===== src/rtl/mips_ex_pkg.sv =====
// Shared definitions for the EX stage of the 16-bit MIPS pipeline.
// Holds the ALUOp / funct encodings, the multiply/divide FSM encoding,
// the control-bit bundle and the default datapath width.
package mips_ex_pkg;

  localparam int DATA_W_DEF = 16;

  typedef enum logic [1:0] {
    ALUOP_ADD   = 2'b00,
    ALUOP_SUB   = 2'b01,
    ALUOP_RTYPE = 2'b10,
    ALUOP_AND   = 2'b11
  } aluop_e;

  // R-type funct codes; 8-15 are undefined and produce 0.
  localparam logic [3:0] FN_ADD = 4'd0;
  localparam logic [3:0] FN_SUB = 4'd1;
  localparam logic [3:0] FN_AND = 4'd2;
  localparam logic [3:0] FN_OR  = 4'd3;
  localparam logic [3:0] FN_SLT = 4'd4;
  localparam logic [3:0] FN_MUL = 4'd5;
  localparam logic [3:0] FN_DIV = 4'd6;
  localparam logic [3:0] FN_REM = 4'd7;

  typedef enum logic [1:0] {
    ST_IDLE = 2'd0,
    ST_BUSY = 2'd1,
    ST_DONE = 2'd2
  } md_state_e;

  typedef enum logic [1:0] {
    MD_MUL = 2'd0,
    MD_DIV = 2'd1,
    MD_REM = 2'd2
  } md_op_e;

  typedef struct packed {
    logic mem_read;
    logic mem_write;
    logic branch;
    logic mem_to_reg;
    logic reg_write;
  } ctrl_t;

endpackage


===== src/rtl/execute_stage_if.sv =====
// ID/EX -> EX -> EX/MEM bus of the EX stage.
// master: the pipeline side (drives ID/EX fields, sees EX/MEM and stall).
// slave : the execute stage itself.
interface execute_stage_if #(parameter int DATA_W = 16);
  logic [DATA_W-1:0] in_PC_plus_two;
  logic [DATA_W-1:0] in_Read_data_1;
  logic [DATA_W-1:0] in_Read_data_2;
  logic [DATA_W-1:0] in_immediate;
  logic              in_ALU_Src;
  logic [1:0]        in_ALUOp;
  logic              in_RegDest;
  logic [2:0]        in_rt;
  logic [2:0]        in_rd;
  logic              in_MemRead, in_MemWrite, in_Branch, in_MemtoReg, in_RegWrite;

  logic              ex_stall;
  logic [DATA_W-1:0] O_branch_target;
  logic              O_zero;
  logic [DATA_W-1:0] O_ALU_result;
  logic [DATA_W-1:0] O_write_data;
  logic [2:0]        O_write_reg;
  logic              O_MemRead, O_MemWrite, O_Branch, O_MemtoReg, O_RegWrite;

  modport master (
    output in_PC_plus_two, in_Read_data_1, in_Read_data_2, in_immediate,
           in_ALU_Src, in_ALUOp, in_RegDest, in_rt, in_rd,
           in_MemRead, in_MemWrite, in_Branch, in_MemtoReg, in_RegWrite,
    input  ex_stall, O_branch_target, O_zero, O_ALU_result, O_write_data,
           O_write_reg, O_MemRead, O_MemWrite, O_Branch, O_MemtoReg, O_RegWrite
  );

  modport slave (
    input  in_PC_plus_two, in_Read_data_1, in_Read_data_2, in_immediate,
           in_ALU_Src, in_ALUOp, in_RegDest, in_rt, in_rd,
           in_MemRead, in_MemWrite, in_Branch, in_MemtoReg, in_RegWrite,
    output ex_stall, O_branch_target, O_zero, O_ALU_result, O_write_data,
           O_write_reg, O_MemRead, O_MemWrite, O_Branch, O_MemtoReg, O_RegWrite
  );
endinterface


===== src/rtl/execute_stage_mul_div_unit.sv =====
// Iterative unsigned multiply / divide unit, one bit per clock.
// Ports: clk, rst (sync, active-high); start_i/op_i/a_i/b_i launch an
// operation (ignored while busy); busy_o high during the MD_CYCLES
// iterations; done_o high in the cycle of the final iteration;
// result_o holds the low product, quotient or remainder until the next start.
module mul_div_unit
  import mips_ex_pkg::*;
#(
  parameter int DATA_W    = DATA_W_DEF,
  parameter int MD_CYCLES = DATA_W
) (
  input  logic              clk,
  input  logic              rst,
  input  logic              start_i,
  input  md_op_e            op_i,
  input  logic [DATA_W-1:0] a_i,
  input  logic [DATA_W-1:0] b_i,
  output logic              busy_o,
  output logic              done_o,
  output logic [DATA_W-1:0] result_o
);
  localparam int CW = (MD_CYCLES > 1) ? $clog2(MD_CYCLES) : 1;

  // acc_q: product (MUL) or partial remainder (DIV/REM)
  // x_q  : shifting multiplicand (MUL) or dividend -> quotient (DIV/REM)
  // y_q  : shifting multiplier (MUL) or divisor (DIV/REM)
  md_op_e            op_q;
  logic [DATA_W-1:0] acc_q, x_q, y_q;
  logic [DATA_W-1:0] acc_d, x_d, y_d;
  logic [CW-1:0]     count_q;
  logic              busy_q;

  // Restoring division step. The trial value never exceeds 2*divisor-1 when
  // it fits, so the low DATA_W bits always hold the new remainder. A zero
  // divisor always "fits", yielding an all-ones quotient and the dividend
  // as remainder.
  logic [DATA_W:0] trial, diff;
  logic            fits;

  always_comb begin
    trial = {acc_q, x_q[DATA_W-1]};
    diff  = trial - {1'b0, y_q};
    fits  = (trial >= {1'b0, y_q});
    acc_d = acc_q;
    x_d   = x_q;
    y_d   = y_q;
    if (op_q == MD_MUL) begin
      acc_d = y_q[0] ? acc_q + x_q : acc_q;
      x_d   = x_q << 1;
      y_d   = y_q >> 1;
    end else begin
      acc_d = fits ? diff[DATA_W-1:0] : trial[DATA_W-1:0];
      x_d   = {x_q[DATA_W-2:0], fits};
    end
  end

  always_ff @(posedge clk) begin
    if (rst) begin
      op_q    <= MD_MUL;
      acc_q   <= '0;
      x_q     <= '0;
      y_q     <= '0;
      count_q <= '0;
      busy_q  <= 1'b0;
    end else if (busy_q) begin
      acc_q   <= acc_d;
      x_q     <= x_d;
      y_q     <= y_d;
      count_q <= count_q + CW'(1);
      if (done_o) busy_q <= 1'b0;
    end else if (start_i) begin
      op_q    <= op_i;
      acc_q   <= '0;
      x_q     <= a_i;
      y_q     <= b_i;
      count_q <= '0;
      busy_q  <= 1'b1;
    end
  end

  assign busy_o   = busy_q;
  assign done_o   = busy_q && (count_q == CW'(MD_CYCLES - 1));
  assign result_o = (op_q == MD_DIV) ? x_q : acc_q;
endmodule


===== src/rtl/execute_stage.sv =====
// EX stage of the 16-bit MIPS pipeline.
// Ports: clk, rst (sync, active-high) and the execute_stage_if slave bus
// carrying the ID/EX fields in, the EX/MEM register fields out and the
// combinational ex_stall back to PC, IF/ID and ID/EX.
// Single-cycle ALU ops land in EX/MEM at the next edge. MUL/DIV/REM run
// through mul_div_unit under an IDLE -> BUSY -> DONE FSM; EX/MEM takes
// bubbles until DONE, where the unit result is loaded with the held controls.
module execute_stage
  import mips_ex_pkg::*;
#(
  parameter int DATA_W    = DATA_W_DEF,
  parameter int MD_CYCLES = DATA_W
) (
  input  logic           clk,
  input  logic           rst,
  execute_stage_if.slave ex
);
  typedef struct packed {
    ctrl_t             ctrl;
    logic [2:0]        wr_reg;
    logic [DATA_W-1:0] alu;
    logic [DATA_W-1:0] wdata;
    logic [DATA_W-1:0] br_tgt;
    logic              zero;
  } exmem_t;

  md_state_e         state_q;
  exmem_t            exmem_q;
  exmem_t            load_d;

  logic [DATA_W-1:0] op_a, op_b, sub_res, alu_res, md_res;
  logic [3:0]        funct;
  logic              md_sel, md_busy, md_done, md_start;
  md_op_e            md_op;
  ctrl_t             ctrl_in;

  assign op_a    = ex.in_Read_data_1;
  assign op_b    = ex.in_ALU_Src ? ex.in_immediate : ex.in_Read_data_2;
  assign funct   = ex.in_immediate[3:0];
  assign sub_res = op_a - op_b;
  assign ctrl_in = '{mem_read:   ex.in_MemRead,
                     mem_write:  ex.in_MemWrite,
                     branch:     ex.in_Branch,
                     mem_to_reg: ex.in_MemtoReg,
                     reg_write:  ex.in_RegWrite};

  assign md_sel = (ex.in_ALUOp == ALUOP_RTYPE) &&
                  (funct == FN_MUL || funct == FN_DIV || funct == FN_REM);

  always_comb begin
    md_op = MD_MUL;
    if (funct == FN_DIV) md_op = MD_DIV;
    if (funct == FN_REM) md_op = MD_REM;
  end

  always_comb begin
    alu_res = '0;
    case (ex.in_ALUOp)
      ALUOP_ADD: alu_res = op_a + op_b;
      ALUOP_SUB: alu_res = sub_res;
      ALUOP_AND: alu_res = op_a & op_b;
      default: begin
        case (funct)
          FN_ADD:  alu_res = op_a + op_b;
          FN_SUB:  alu_res = sub_res;
          FN_AND:  alu_res = op_a & op_b;
          FN_OR:   alu_res = op_a | op_b;
          FN_SLT:  alu_res = {{(DATA_W-1){1'b0}}, ($signed(op_a) < $signed(op_b))};
          default: alu_res = '0;
        endcase
      end
    endcase
  end

  // What EX/MEM takes when an instruction retires; DONE substitutes the
  // unit result for the ALU result.
  always_comb begin
    load_d        = '0;
    load_d.ctrl   = ctrl_in;
    load_d.wr_reg = ex.in_RegDest ? ex.in_rd : ex.in_rt;
    load_d.alu    = (state_q == ST_DONE) ? md_res : alu_res;
    load_d.wdata  = ex.in_Read_data_2;
    load_d.br_tgt = ex.in_PC_plus_two + {ex.in_immediate[DATA_W-2:0], 1'b0};
    load_d.zero   = (sub_res == '0);
  end

  assign md_start = !rst && (state_q == ST_IDLE) && md_sel;

  mul_div_unit #(.DATA_W(DATA_W), .MD_CYCLES(MD_CYCLES)) u_md (
    .clk      (clk),
    .rst      (rst),
    .start_i  (md_start),
    .op_i     (md_op),
    .a_i      (op_a),
    .b_i      (op_b),
    .busy_o   (md_busy),
    .done_o   (md_done),
    .result_o (md_res)
  );

  always_ff @(posedge clk) begin
    if (rst) begin
      state_q <= ST_IDLE;
      exmem_q <= '0;
    end else begin
      case (state_q)
        ST_IDLE: begin
          if (md_sel) begin
            state_q <= ST_BUSY;
            exmem_q <= '0;
          end else begin
            exmem_q <= load_d;
          end
        end
        ST_BUSY: begin
          exmem_q <= '0;
          if (md_done) state_q <= ST_DONE;
        end
        ST_DONE: begin
          exmem_q <= load_d;
          state_q <= ST_IDLE;
        end
        default: begin
          exmem_q <= '0;
          state_q <= ST_IDLE;
        end
      endcase
    end
  end

  // The unit's busy flag tracks the BUSY state exactly, so it drives the
  // BUSY part of the stall directly.
  assign ex.ex_stall = !rst && (md_start || md_busy);

  assign ex.O_branch_target = exmem_q.br_tgt;
  assign ex.O_zero          = exmem_q.zero;
  assign ex.O_ALU_result    = exmem_q.alu;
  assign ex.O_write_data    = exmem_q.wdata;
  assign ex.O_write_reg     = exmem_q.wr_reg;
  assign ex.O_MemRead       = exmem_q.ctrl.mem_read;
  assign ex.O_MemWrite      = exmem_q.ctrl.mem_write;
  assign ex.O_Branch        = exmem_q.ctrl.branch;
  assign ex.O_MemtoReg      = exmem_q.ctrl.mem_to_reg;
  assign ex.O_RegWrite      = exmem_q.ctrl.reg_write;
endmodule


===== src/flat_wrapper.sv =====
// flat-port wrapper written by rule: the top's interface ports become plain ports
module execute_stage_flat import mips_ex_pkg::*;
#(
  parameter int DATA_W    = DATA_W_DEF,
  parameter int MD_CYCLES = DATA_W
)
  (clk, rst, ex_in_PC_plus_two, ex_in_Read_data_1, ex_in_Read_data_2, ex_in_immediate, ex_in_ALU_Src, ex_in_ALUOp, ex_in_RegDest, ex_in_rt, ex_in_rd, ex_in_MemRead, ex_in_MemWrite, ex_in_Branch, ex_in_MemtoReg, ex_in_RegWrite, ex_ex_stall, ex_O_branch_target, ex_O_zero, ex_O_ALU_result, ex_O_write_data, ex_O_write_reg, ex_O_MemRead, ex_O_MemWrite, ex_O_Branch, ex_O_MemtoReg, ex_O_RegWrite);
  execute_stage_if #(.DATA_W(DATA_W)) ex_i ();
  input  logic clk;
  input  logic rst;
  input wire logic [$bits(ex_i.in_PC_plus_two)-1:0] ex_in_PC_plus_two;
  input wire logic [$bits(ex_i.in_Read_data_1)-1:0] ex_in_Read_data_1;
  input wire logic [$bits(ex_i.in_Read_data_2)-1:0] ex_in_Read_data_2;
  input wire logic [$bits(ex_i.in_immediate)-1:0] ex_in_immediate;
  input wire logic [$bits(ex_i.in_ALU_Src)-1:0] ex_in_ALU_Src;
  input wire logic [$bits(ex_i.in_ALUOp)-1:0] ex_in_ALUOp;
  input wire logic [$bits(ex_i.in_RegDest)-1:0] ex_in_RegDest;
  input wire logic [$bits(ex_i.in_rt)-1:0] ex_in_rt;
  input wire logic [$bits(ex_i.in_rd)-1:0] ex_in_rd;
  input wire logic [$bits(ex_i.in_MemRead)-1:0] ex_in_MemRead;
  input wire logic [$bits(ex_i.in_MemWrite)-1:0] ex_in_MemWrite;
  input wire logic [$bits(ex_i.in_Branch)-1:0] ex_in_Branch;
  input wire logic [$bits(ex_i.in_MemtoReg)-1:0] ex_in_MemtoReg;
  input wire logic [$bits(ex_i.in_RegWrite)-1:0] ex_in_RegWrite;
  output wire logic [$bits(ex_i.ex_stall)-1:0] ex_ex_stall;
  output wire logic [$bits(ex_i.O_branch_target)-1:0] ex_O_branch_target;
  output wire logic [$bits(ex_i.O_zero)-1:0] ex_O_zero;
  output wire logic [$bits(ex_i.O_ALU_result)-1:0] ex_O_ALU_result;
  output wire logic [$bits(ex_i.O_write_data)-1:0] ex_O_write_data;
  output wire logic [$bits(ex_i.O_write_reg)-1:0] ex_O_write_reg;
  output wire logic [$bits(ex_i.O_MemRead)-1:0] ex_O_MemRead;
  output wire logic [$bits(ex_i.O_MemWrite)-1:0] ex_O_MemWrite;
  output wire logic [$bits(ex_i.O_Branch)-1:0] ex_O_Branch;
  output wire logic [$bits(ex_i.O_MemtoReg)-1:0] ex_O_MemtoReg;
  output wire logic [$bits(ex_i.O_RegWrite)-1:0] ex_O_RegWrite;
  assign ex_i.in_PC_plus_two = ex_in_PC_plus_two;
  assign ex_i.in_Read_data_1 = ex_in_Read_data_1;
  assign ex_i.in_Read_data_2 = ex_in_Read_data_2;
  assign ex_i.in_immediate = ex_in_immediate;
  assign ex_i.in_ALU_Src = ex_in_ALU_Src;
  assign ex_i.in_ALUOp = ex_in_ALUOp;
  assign ex_i.in_RegDest = ex_in_RegDest;
  assign ex_i.in_rt = ex_in_rt;
  assign ex_i.in_rd = ex_in_rd;
  assign ex_i.in_MemRead = ex_in_MemRead;
  assign ex_i.in_MemWrite = ex_in_MemWrite;
  assign ex_i.in_Branch = ex_in_Branch;
  assign ex_i.in_MemtoReg = ex_in_MemtoReg;
  assign ex_i.in_RegWrite = ex_in_RegWrite;
  assign ex_ex_stall = ex_i.ex_stall;
  assign ex_O_branch_target = ex_i.O_branch_target;
  assign ex_O_zero = ex_i.O_zero;
  assign ex_O_ALU_result = ex_i.O_ALU_result;
  assign ex_O_write_data = ex_i.O_write_data;
  assign ex_O_write_reg = ex_i.O_write_reg;
  assign ex_O_MemRead = ex_i.O_MemRead;
  assign ex_O_MemWrite = ex_i.O_MemWrite;
  assign ex_O_Branch = ex_i.O_Branch;
  assign ex_O_MemtoReg = ex_i.O_MemtoReg;
  assign ex_O_RegWrite = ex_i.O_RegWrite;
  execute_stage #(.DATA_W(DATA_W), .MD_CYCLES(MD_CYCLES)) u_core (.clk(clk), .rst(rst), .ex(ex_i));
endmodule

===== config.mk =====
export PLATFORM = sky130hd
export DESIGN_NAME = execute_stage_flat
export DESIGN_NICKNAME = d
export VERILOG_FILES = /design/src/rtl/mips_ex_pkg.sv /design/src/rtl/execute_stage_if.sv /design/src/rtl/execute_stage_mul_div_unit.sv /design/src/rtl/execute_stage.sv /design/src/flat_wrapper.sv
export SDC_FILE = /design/constraint.sdc
export NUM_CORES = 1
export LEC_CHECK = 0
export ABC_AREA = 1
export CAP_MARGIN = 20
export CORE_ASPECT_RATIO = 1.2
export CORE_MARGIN = 2
export CORE_UTILIZATION = 50
export CTS_CLUSTER_DIAMETER = 40
export DETAILED_ROUTE_END_ITERATION = 12
export GPL_TIMING_DRIVEN = 0
export PLACE_DENSITY = 0.77
export SYNTH_ARGS = -nofsm -noshare
export SYNTH_HDL_FRONTEND = slang
export SYNTH_HIERARCHICAL = 1
export SYNTH_SLANG_ARGS = --single-unit

===== constraint.sdc =====
create_clock -name clk -period 7.9 [get_ports clk]
set_input_delay 1.58 -clock clk [delete_from_list [all_inputs] [get_ports clk]]
set_output_delay 1.58 -clock clk [all_outputs]
set_load 0.01 [all_outputs]

==> flow_metrics.py, run 1 <==
metrics = {
    "status": {
        "outcome": "complete, no violations",
    },
    "synthesis": {
        "yosysSeqAreaShare_pct": 22.16,
        "ys_seq_elements": 114,
        "syn_nets": 1879,
        "synth_top_area_share_pct": 22.16,
        "netlist-cell-type-count": 53,
        "synth.area.top_cells": "dfxtp_1, nand2_1, ha_1, inv_1, nand3_1",
        "synthCells": 1699,
        "ys.flop_type": "dfxtp_1",
        "postSynth.asyncResetShare_pct": 0,
        "synth_area_um2": 10300,
        "synth_edf_count": 0,
        "ys_warn_count": 6,
        "synth_area_leader_cell": "dfxtp_1",
        "syn_area_per_cell_um2": 6.062,
    },
    "global_routing": {
        "grt_pass1_vias": 11130,
        "grt_first_pass_wirelength_um": 57910,
        "use_met1_pct": 39.93,
        "grt-ovfl-total": 0,
        "grt_use_total_pct": 34.15,
        "gr-usage-met2_pct": 59.04,
        "grt_start_max_net_pins": 17,
        "busiest_layer": "met2",
        "met3_usage_pct": 5.964,
        "antenna_found_initial": 0,
    },
    "placed_design": {
        "gp_congestion": 1.010,
        "io_buffers": 137,
        "dp_hpwl_um": 30630,
        "placed_cell_area_um2": 12000,
        "placed_cells": 2101,
    },
    "clock_tree": {
        "cts.sinks": 114,
        "cts_made_buffers": 17,
        "tritoncts": "yes",
        "cts_max_level": 4,
        "hold_buffers": 0,
        "clk_pin_slew_ns": 0.05,
        "ctsLongestPathBuffers": 2,
        "postCtsSetupBuffers": 0,
        "ctsResizeCount": 0,
        "root_buffer": "clkbuf_16",
        "clock_latency_ns": 0.42,
    },
    "worst_setup_path": {
        "r2r_slack_ns": 5.38,
        "cp.required_ns": 6.32,
        "cp.arrival_ns": 3.86,
        "critical_path.max_stage_delay_ns": 0.59,
        "cp_max_fo": 8,
        "rr_endpoint": "u_core/u_md/acc_q[10]$_SDFFE_PP0P_",
        "r2r-start": "u_core/state_q[0]$_SDFFE_PP0P_",
        "crit_slowest_cell": "clkdlybuf4s50_1",
        "cp-end-kind": "output port",
        "crit_start": "ex_in_ALUOp[0]",
        "reg2regPathDepth": 12,
        "critPathLaunchType": "primary input",
        "cpMostUsedCell": "clkdlybuf4s50_1",
        "criticalPathCategory": "primary input to output port",
        "crit_chain": "clkdlybuf4s50_1, nor2_4, nand3_1, nor3_1, inv_1, nand2_1, clkdlybuf4s50_1",
    },
    "drt": {
        "routed_wl_um": 37550,
        "drc": 0,
        "avgViaCountPerCell": 5.530,
        "vias": 11790,
        "antenna_left": 0,
        "first_pass_iters": 7,
        "wl_per_cell_um": 17.61,
        "drt_iter0_drc": 1002,
    },
    "cells_and_area": {
        "design_area_um2": 12540,
        "nets": 2035,
        "drive_gt1_share_pct": 5.356,
        "n_fill_cell": 1972,
        "diodes": 0,
        "area_delta_synth_final_pct": 21.71,
        "stdcell_count": 2132,
    },
    "die": {
        "initial_utilization_pct": 50.85,
        "ioPinCount": 139,
        "dieArea_um2": 21770,
        "core-area_um2": 20250,
        "die_x_um": 135.0,
        "row_count": 57,
        "die_h_um": 161.2,
    },
    "power_and_ir_drop": {
        "p_leak_nw": 6.160,
        "power_mw": 1.963,
        "worst_ir_drop_vdd_mv": 0.1564,
        "power_density_nw_per_um2": 156.6,
    },
    "flow_run": {
        "cap_violations": 0,
    },
    "sta": {
        "fin_crit_sh_pct": 68.92,
        "fin_setup_tns_ns": 0,
        "slew_viol_final": 0,
        "layout_min_cycle_time_ns": 5.445,
        "relSlewSlack_pct": 28.49,
        "fin_skew_ns": 0.009344,
        "finalSetupViolCount": 0,
        "whs_ns": 0.4659,
        "worst_pin_slew_ns": 1.069,
        "max_freq_mhz": 183.7,
        "grt_setup_unrepaired": "no",
        "finalHoldViolCount": 0,
    },
    "worst_hold_path": {
        "hold_start": "u_core/u_md/op_q[1]$_SDFFE_PP0P_",
        "hp-class": "flop to flop",
        "holdPathStages": 2,
        "whs_endpoint": "u_core/u_md/op_q[1]$_SDFFE_PP0P_",
    },
}
-- through the flow --
stage / setup WS [ns] / util, %
2_1_floorplan: 3.800 / -
3_3_place_gp: 2.547 / 59.26
3_5_place_dp: 2.553 / 59.26
4_1_cts: 2.518 / 61.89
5_1_grt: 2.344 / 61.89
6_report: 2.455 / 61.89
-- worst max-delay path by stage --
stage	to	slack, ns
6_report	ex_ex_stall	2.46
5_1_grt	ex_ex_stall	2.34
4_1_cts	ex_ex_stall	2.52
3_5_place_dp	ex_ex_stall	2.55
3_3_place_gp	ex_ex_stall	2.55
2_1_floorplan	ex_ex_stall	3.80
-- report_power, final --
part	switching, mW	internal [mW]
combinational	0.404	0.237
sequential	0.00919	0.605
clock	0.305	0.402
-- cell families after synthesis --
| family | after synthesis | synth area share (%) |
|---|---|---|
| AOI/OAI and AO/OA | 278 | 15.04 |
| xor gates and xnor gates | 26 | 2.357 |
| adders and majority gates | 99 | 12.39 |
| buffers and inverters | 343 | 12.96 |
| DFF | 114 | 22.16 |
| muxes | 7 | 0.7288 |
| and+or+nand+nor | 832 | 34.37 |
-- synth_stat cells, types with 3 or more instances --
library cell / count
nand2_1: 465
inv_1: 271
nand3_1: 167
nor2_1: 123
a21oi_1: 114
dfxtp_1: 114
o21ai_0: 100
ha_1: 94
clkbuf_1: 27
nand4_1: 21
nor3_1: 21
xor2_1: 19
buf_2: 17
inv_2: 16
o22ai_1: 16
o221ai_1: 9
and2_1: 7
nand3b_1: 7
nor2_2: 7
a21o_1: 5
buf_4: 5
fa_1: 5
o21bai_1: 5
xnor2_1: 5
clkinv_1: 4
mux2_2: 4
nand2_2: 4
o21ai_1: 4
a21oi_2: 3
a22oi_1: 3
a31oi_1: 3
mux2i_1: 3
o2111ai_1: 3
o21a_1: 3
-- metal layers --
layer  up-vias  share of wire [%]
li1       5772                  -
met1      5386                 40
met2       513                 48
met3       118                6.9
met4         0                5.8
met5         -                  0
-- cell usage in the layout, fill, tap and decap left out, types with 9 or more instances in the layout --
| cell type | instances |
|---|---|
| nor3_1 | 21 |
| nand3_1 | 167 |
| inv_2 | 16 |
| a21oi_1 | 114 |
| xor2_1 | 19 |
| nand4_1 | 21 |
| nand2_1 | 465 |
| o221ai_1 | 9 |
| inv_1 | 271 |
| o22ai_1 | 16 |
| o21ai_0 | 100 |
| ha_1 | 94 |
| dfxtp_1 | 114 |
| clkbuf_16 | 17 |
| buf_2 | 17 |
| clkdlybuf4s50_1 | 137 |
| nor2_1 | 123 |
| clkbuf_1 | 27 |
-- final cells by class --
class	count	area, um^2	share of cell area (%)
flip-flops and latches	114	2282	18.21
plain buffers	52	242.7	1.936
inverters	291	1092	8.713
clock inverters	14	107.6	0.8584
clock buffers	17	425.4	3.394
repair buffers	137	1371	10.94
multi-input cells	1242	6683	53.31
well taps	265	331.6	2.645
-- critical path: cells and delay by family --
family / cells / cell delay (ns)
buf+inv: 3 / 1.25
simple gates: 4 / 1.02
Note: power is estimated with default switching activity, not from simulation.
==> inputs of run 2 (changes only) <==
- clock period: 7.9 -> 5.2 ns (I/O delays scaled with it)
==> results of run 2 <==
The final DEF is identical to that of run 1. Status: complete, no violations.
Among the figures that moved: setup slack after placement 2.553 ns -> 0.7617 ns; setup slack after layout 2.455 ns -> 0.8353 ns; register-to-register setup slack 5.38 ns -> 2.68 ns; total power 1.963 mW -> 2.982 mW; worst IR drop on VDD 0.1564 mV -> 0.2376 mV
